--- src/rtl/intpol2_d4_sched.sv ---
// Two-channel round-robin scheduler sharing one intpol2_D4 core, with a
// programmable watchdog that aborts a hung job and drains the core afterwards.
module intpol2_d4_sched #(
    parameter int MEM_SIZE_Y = 7,
    parameter int TO_W       = 16
) (
    input  logic                  clk,
    input  logic                  rst,
    input  logic                  req0,
    input  logic                  req1,
    input  logic [MEM_SIZE_Y:0]   ilen0,
    input  logic [MEM_SIZE_Y:0]   ilen1,
    input  logic                  mode0,
    input  logic                  mode1,
    input  logic                  bypass0,
    input  logic                  bypass1,
    input  logic                  empty0,
    input  logic                  empty1,
    input  logic                  afull0,
    input  logic                  afull1,
    input  logic                  core_busy,
    input  logic                  core_done,
    input  logic                  core_rd_en,
    input  logic                  core_wr_en,
    input  logic [TO_W-1:0]       timeout_lim,
    output logic                  core_start,
    output logic [MEM_SIZE_Y:0]   core_ilen,
    output logic                  core_mode,
    output logic                  core_bypass,
    output logic                  core_empty,
    output logic                  core_afull,
    output logic                  rd_en0,
    output logic                  rd_en1,
    output logic                  wr_en0,
    output logic                  wr_en1,
    output logic                  gnt0,
    output logic                  gnt1,
    output logic                  done0,
    output logic                  done1,
    output logic                  err0,
    output logic                  err1
);

    typedef enum logic [2:0] {
        S_IDLE, S_START, S_RUN, S_DONE, S_ABORT, S_DRAIN
    } state_t;

    state_t              state_q;
    logic                last_gnt_q;
    logic [TO_W-1:0]     wd_q, wd_d;
    logic                gnt0_q, gnt1_q, start_q;
    logic                done0_q, done1_q, err0_q, err1_q;
    logic [MEM_SIZE_Y:0] ilen_q;
    logic                mode_q, bypass_q;
    logic                pick1, timeout_hit, en_ok;

    always_comb begin
        wd_d        = (&wd_q) ? wd_q : wd_q + TO_W'(1);
        timeout_hit = (timeout_lim != '0) && (wd_q == timeout_lim - TO_W'(1));
        // On contention the channel that did not win last time is served.
        pick1       = req1 && (!req0 || !last_gnt_q);
    end

    always_ff @(posedge clk or posedge rst) begin
        if (rst) begin
            state_q    <= S_IDLE;
            last_gnt_q <= 1'b1;
            wd_q       <= '0;
            gnt0_q     <= 1'b0;
            gnt1_q     <= 1'b0;
            start_q    <= 1'b0;
            done0_q    <= 1'b0;
            done1_q    <= 1'b0;
            err0_q     <= 1'b0;
            err1_q     <= 1'b0;
            ilen_q     <= '0;
            mode_q     <= 1'b0;
            bypass_q   <= 1'b0;
        end else begin
            start_q <= 1'b0;
            done0_q <= 1'b0;
            done1_q <= 1'b0;
            err0_q  <= 1'b0;
            err1_q  <= 1'b0;
            case (state_q)
                S_IDLE: begin
                    if (req0 || req1) begin
                        gnt0_q     <= !pick1;
                        gnt1_q     <= pick1;
                        last_gnt_q <= pick1;
                        ilen_q     <= pick1 ? ilen1 : ilen0;
                        mode_q     <= pick1 ? mode1 : mode0;
                        bypass_q   <= pick1 ? bypass1 : bypass0;
                        start_q    <= 1'b1;
                        state_q    <= S_START;
                    end
                end
                S_START: begin
                    wd_q    <= '0;
                    state_q <= S_RUN;
                end
                S_RUN: begin
                    wd_q <= wd_d;
                    if (core_done) begin
                        done0_q <= gnt0_q;
                        done1_q <= gnt1_q;
                        state_q <= S_DONE;
                    end else if (timeout_hit) begin
                        err0_q  <= gnt0_q;
                        err1_q  <= gnt1_q;
                        gnt0_q  <= 1'b0;
                        gnt1_q  <= 1'b0;
                        state_q <= S_ABORT;
                    end
                end
                S_DONE: begin
                    gnt0_q  <= 1'b0;
                    gnt1_q  <= 1'b0;
                    state_q <= S_IDLE;
                end
                S_ABORT: state_q <= S_DRAIN;
                S_DRAIN: if (!core_busy) state_q <= S_IDLE;
                default: state_q <= S_IDLE;
            endcase
        end
    end

    // Flags: granted channel while a job is live, stalled when idle/aborting,
    // and forced "data available / room free" while draining a hung core.
    always_comb begin
        core_empty = 1'b1;
        core_afull = 1'b1;
        case (state_q)
            S_START, S_RUN, S_DONE: begin
                core_empty = gnt1_q ? empty1 : empty0;
                core_afull = gnt1_q ? afull1 : afull0;
            end
            S_DRAIN: begin
                core_empty = 1'b0;
                core_afull = 1'b0;
            end
            default: ;
        endcase
    end

    assign en_ok       = (state_q != S_DRAIN);
    assign rd_en0      = core_rd_en & gnt0_q & en_ok;
    assign rd_en1      = core_rd_en & gnt1_q & en_ok;
    assign wr_en0      = core_wr_en & gnt0_q & en_ok;
    assign wr_en1      = core_wr_en & gnt1_q & en_ok;
    assign core_start  = start_q;
    assign core_ilen   = ilen_q;
    assign core_mode   = mode_q;
    assign core_bypass = bypass_q;
    assign gnt0        = gnt0_q;
    assign gnt1        = gnt1_q;
    assign done0       = done0_q;
    assign done1       = done1_q;
    assign err0        = err0_q;
    assign err1        = err1_q;

endmodule

--- config.mk ---
export PLATFORM = sky130hd
export DESIGN_NAME = intpol2_d4_sched
export DESIGN_NICKNAME = d
export VERILOG_FILES = /design/src/rtl/intpol2_d4_sched.sv
export SDC_FILE = /design/constraint.sdc
export NUM_CORES = 1
export LEC_CHECK = 0
export ABC_AREA = 1
export CORE_MARGIN = 3
export CORE_UTILIZATION = 30
export CTS_CLUSTER_SIZE = 20
export DETAILED_ROUTE_END_ITERATION = 8
export GPL_TIMING_DRIVEN = 0
export PLACE_DENSITY = 0.51
export SLEW_MARGIN = 30
export SYNTH_ARGS = -nofsm -noshare
export SYNTH_HDL_FRONTEND = slang
export SYNTH_SLANG_ARGS = --single-unit
--- constraint.sdc ---
create_clock -name clk -period 2.5 [get_ports clk]
set_input_delay 0.5 -clock clk [delete_from_list [all_inputs] [get_ports clk]]
set_output_delay 0.5 -clock clk [all_outputs]
set_load 0.02 [all_outputs]
# ---- Word-level counts from Yosys, hierarchy flattened
# Index checks and enable logic that the tools add are counted.
dict set report totals {
  reg_bits 37
  out_inout_bits 23
}
dict set report classes {
  addsub 2
  bitwise_logic 8
  n_eq_ne 13
  mux 32
  reduce_logical 17
}
# op count
set op_table {}
lappend op_table {{$pmux 16 s2} 1}
lappend op_table {{$mux 1} 20}
lappend op_table {{$add 16x1->16 const B} 1}
lappend op_table {{$eq 16x16->1} 1}
lappend op_table {{$mux 16} 1}
lappend op_table {{$reduce_and 16->1} 1}
lappend op_table {{$reduce_bool 16->1} 1}
lappend op_table {{$sub 16x1->16 const B} 1}
lappend op_table {{$pmux 3 s5} 1}
lappend op_table {{$mux 3} 4}
lappend op_table {{$ne 2x2->1 const B} 5}
lappend op_table {{$and 1x1->1} 8}
lappend op_table {{$mux 8} 1}
lappend op_table {{$eq 3x2->1 const B} 2}
lappend op_table {{$eq 3x3->1 const B} 2}
lappend op_table {{$ne 3x3->1 const B} 2}
lappend op_table {{$pmux 1 s3} 2}
lappend op_table {{$pmux 1 s2} 2}
lappend op_table {{$reduce_and 2->1} 2}
lappend op_table {{$reduce_and 4->1} 1}
lappend op_table {{$eq 3x1->1 const B} 1}
lappend op_table {{$logic_not 1->1} 3}
lappend op_table {{$logic_not 3->1} 1}
lappend op_table {{$reduce_and 3->1} 1}
lappend op_table {{other kinds (5)} 7}

# ---- Logic depth before layout (Yosys ltp)
# Gate-level depths: netlist of run 1.
dict set report depth {
  word_depth 6
  mapped_depth 16
  ltp_nobuf 16
}

# ---- Worst setup path after synthesis of run 1
# Ideal clock, no wire load.
dict set report synth_path {
  path_type {register -> output}
  startpoint {register gnt1_q (netlist: gnt1)}
  endpoint {output core_afull}
  required_time_ns 2.000
  path_stages_with_launch 4
  path_slack_ns 0.549
  arrival_ns 1.451
  path_buffers 0
  cell_sequence {dfrtp_1 > inv_1 > nor2_1 > o41ai_1}
}
dict set report synth_between {
  elab_chain_len 2
}
# item line_no
set synth_rtl {}
lappend synth_rtl {{from (decl)} 51} ;# logic gnt0_q, gnt1_q, start_q;
lappend synth_rtl {{from (signal assigned)} 89} ;# gnt1_q <= pick1;
lappend synth_rtl {{$mux 1} 136} ;# core_afull = gnt1_q ? afull1 : afull0;
lappend synth_rtl {{$pmux 1 s2} 133} ;# case (state_q)
lappend synth_rtl {{to (decl)} 31} ;# output logic core_afull,
# No other way between the ends.

# ---- Worst setup path after layout of run 1
dict set report layout_path {
  startpoint {register state_q[2]}
  endpoint {output rd_en0}
}
dict set report layout_between {
  elab_chain_len 2
}
# item line_no
set layout_rtl {}
lappend layout_rtl {{from (decl)} 48} ;# state_t state_q;
lappend layout_rtl {{from (signal assigned)} 66} ;# state_q <= S_IDLE;
lappend layout_rtl {{from (signal assigned)} 95} ;# state_q <= S_START;
lappend layout_rtl {{from (signal assigned)} 100} ;# state_q <= S_RUN;
lappend layout_rtl {{$ne 3x3->1} 146} ;# assign en_ok = (state_q != S_DRAIN);
lappend layout_rtl {{$and 1x1->1} 147} ;# assign rd_en0 = core_rd_en & gnt0_q & en_ok;
lappend layout_rtl {{to (decl)} 32} ;# output logic rd_en0,
# No other way between the ends.

==> run summary, run 1 <==
outcome: complete, no violations
most frequent cells in the layout: nand2_1, clkdlybuf4s50_1, inv_1, nor2_1, dfrtp_1
CTS Buffer Depth: 2
critical-path cell list: inv_1 > nor3_2 > inv_1 > nand3_1 > inv_1 > clkdlybuf4s50_1
final-report max-slew violation count: 0
setup ws final: 0.180 ns
number of global-route vias before repair: 2616
DR iter-0 viols: 63
CTS tree: built
CP most frequent cell: inv_1
final instance area: 3650 um2
via count: 2691
CP startpoint kind: flop
RSZ-0062 raised after global routing: false
clock power share: 21.6%
# nets final: 523
syn_area_per_cell: 6.69 um2
Total Power: 0.00289 W
io pins: 71
WL final: 7.44 mm
max_cap viols: 0
DR pass1 iterations: 4
Leak: 1.66 nW
final setup fails: 0
most common cell after layout, fill and taps aside: nand2_1
synthesized flop and latch total: 37
RD Place Congestion: 0.816
die width: 99.6 um
first-pass GRT wire length: 12.1 mm
hold buffer count at cts: 0
CP max FO: 7
Switching Share: 40.1%
f_max: 431 MHz
DRC: 0
EDFF count, synth: 0
Post-Syn Instances: 393
YS warnings: 0
post-layout min period: 2.32 ns
Flop pwr share: 31.0%
CP Data Required Time: 2.00 ns
top_reg_cell synth: dfrtp_1
Internal Power: 0.00173 W
final core utilization: 43.6%
register area share after synthesis: 35.3%
area of the core: 8380 um2
H-tree depth: 2
CTS Buf Count: 5
Slew @ Worst Pin: 0.611 ns
grt ovf: 0
IO Port Bufs: 70
Yosys cell types: 31
DIE AREA: 9920 um2
max reg flops: 16
row count: 33
drt wl/cell: 12.9 um
Final ANT Viol Nets: 0
Max VDD drop: 0.450 mV
area grow syn2layout: 38.9%
Hold Crit Class: input pin to async pin
PwrDens: 792 nW/um2
layout cells sized above 1: 8.67%
GRT Total Usage: 15.2%
Syn Std Cell Area: 2630 um2
Hold Fails Final Rpt: 0
max incr delay on CP: 0.60 ns
dpl cell area: 3490 um2
slowest CP cell: clkdlybuf4s50_1
Worst Setup Path Type: flop to primary output
Skew-Pair Late Insertion Delay: 0.29 ns
Tcrit/Tclk final: 92.8%
n_diodes: 0
slew margin rel.: 58.9%
routed vias/inst: 4.66
switching pwr: 0.00116 W
CP Capture Type: primary output
Die Ht: 99.6 um
ys async rst share: 100%
Reg clk slew, reported paths: 0.08 ns
pre-CTS setup slack: -0.280 ns
CTS Root Buffer Type: clkbuf_8
Clock Sinks: 37
effective utilization at floorplan: 31.4%
largest net degree at the start of global routing: 22
initial antenna violation count: 0
Detailed Place HPWL: 5.97 mm
CP arrival: 1.82 ns
Synth Net Count: 444
Gate power share: 47.4%
Fillers: 860
clk_skew: 0.00771 ns
largest register by flop count: wd_q
through the flow:
| stage | hold slack (ns) | std cells | setup TNS, ns |
|---|---|---|---|
| floorplan | 0.522 | 393 | 0 |
| global placement | 0.524 | 568 | -1.41 |
| detailed placement | 0.532 | 569 | -1.58 |
| CTS | 0.527 | 577 | 0 |
| global route | 0.561 | 578 | 0 |
| finish | 0.513 | 578 | 0 |
power groups by stage:
| stage | clock, W | sequential (W) | combinational, W |
|---|---|---|---|
| 2_1_floorplan | 0 | 0.00100 | 0.000715 |
| 3_3_place_gp | 0 | 0.000902 | 0.00139 |
| 3_5_place_dp | 0 | 0.000904 | 0.00140 |
| 4_1_cts | 0.000637 | 0.000901 | 0.00139 |
| 5_1_grt | 0.000654 | 0.000925 | 0.00152 |
| 6_report | 0.000625 | 0.000897 | 0.00137 |
cells in the mapped netlist (all sizes together), types with 2 or more instances:
cell	count	area, um2
dfrtp	36	901
clkbuf	2	7.51
o22ai	13	81.3
nand3	28	145
nand4	2	12.5
a21oi	7	35.0
o31ai	3	22.5
xor2	14	123
nor3	13	92.6
nand3b	4	30.0
inv	67	252
xnor2	5	43.8
o41ai	2	17.5
nor2	58	223
nand2	106	415
ha	3	37.5
o21a	2	15.0
o21ai	22	110
buf	3	21.3
cells by family after synthesis:
family | Yosys count | synth area share, %
adder cells (fa/ha/maj) | 3 | 1.43
AO/OA/AOI/OAI | 50 | 11.1
buffers and inverters | 72 | 10.7
flip-flops | 37 | 35.3
AND/OR/NAND/NOR | 212 | 35.2
XOR/XNOR | 19 | 6.33
timing repair:
action,in CTS,in global routing
setup buffers,0,1
gates cloned,0,0
resized for setup,3,9
pin swaps,0,1
endpoints found under the setup margin,2,8
worst max-delay path, delay by kind of cell, from the launching register on:
family        cells  cell delay, ns
simple gates      2            0.15
flops             1            0.46
buf+inv           4            0.92
area by class of cell:
cell class	instances	area (um2)	area share (%)
buffer	5	28.8	0.788
clock buffer	5	68.8	1.88
clock inverter	3	65.1	1.78
inverter	67	251	6.89
multi-input combinational	284	1440	39.5
sequential	37	928	25.4
tap	105	131	3.60
timing repair buffer	72	733	20.1
worst paths after layout:
path | to | slack [ns] | depth (start not counted) | from
worst max-delay path | rd_en0 | 0.18 | 6 | state_q[2]$_DFFE_PP0P_
worst min-delay path | core_ilen[7]$_DFFE_PP0P_ | 0.51 | 2 | rst
worst max register to register | wd_q[12]$_DFFE_PP0P_ | 0.32 | 12 | wd_q[0]$_DFFE_PP0P_
worst min register to register | core_ilen[5]$_DFFE_PP0P_ | 0.55 | 2 | core_ilen[5]$_DFFE_PP0P_
max in group asynchronous | last_gnt_q$_DFFE_PP1P_ | 1.47 | 3 | rst
min in group clk | core_ilen[5]$_DFFE_PP0P_ | 0.55 | 2 | core_ilen[5]$_DFFE_PP0P_
routing by layer:
layer  share of wire (%)  GRT usage (%)  vias to the layer above
li1                    -              -                     1403
met1                  44           18.5                     1183
met2                  46           25.6                       90
met3                 7.3           4.35                       15
met4                 2.2           5.15                        0
met5                   0              0                        -
Power figures use the tool's default switching activity.
==> run 2: changes to the inputs <==
--- a/config.mk
+++ b/config.mk
@@ -8,6 +8,7 @@
 export ABC_AREA = 1
 export CORE_MARGIN = 3
 export CORE_UTILIZATION = 30
+export CTS_CLUSTER_DIAMETER = 30
 export CTS_CLUSTER_SIZE = 20
 export DETAILED_ROUTE_END_ITERATION = 8
 export GPL_TIMING_DRIVEN = 0
==> results of run 2 <==
No change in the layout: final DEF, timing and power equal those of run 1.
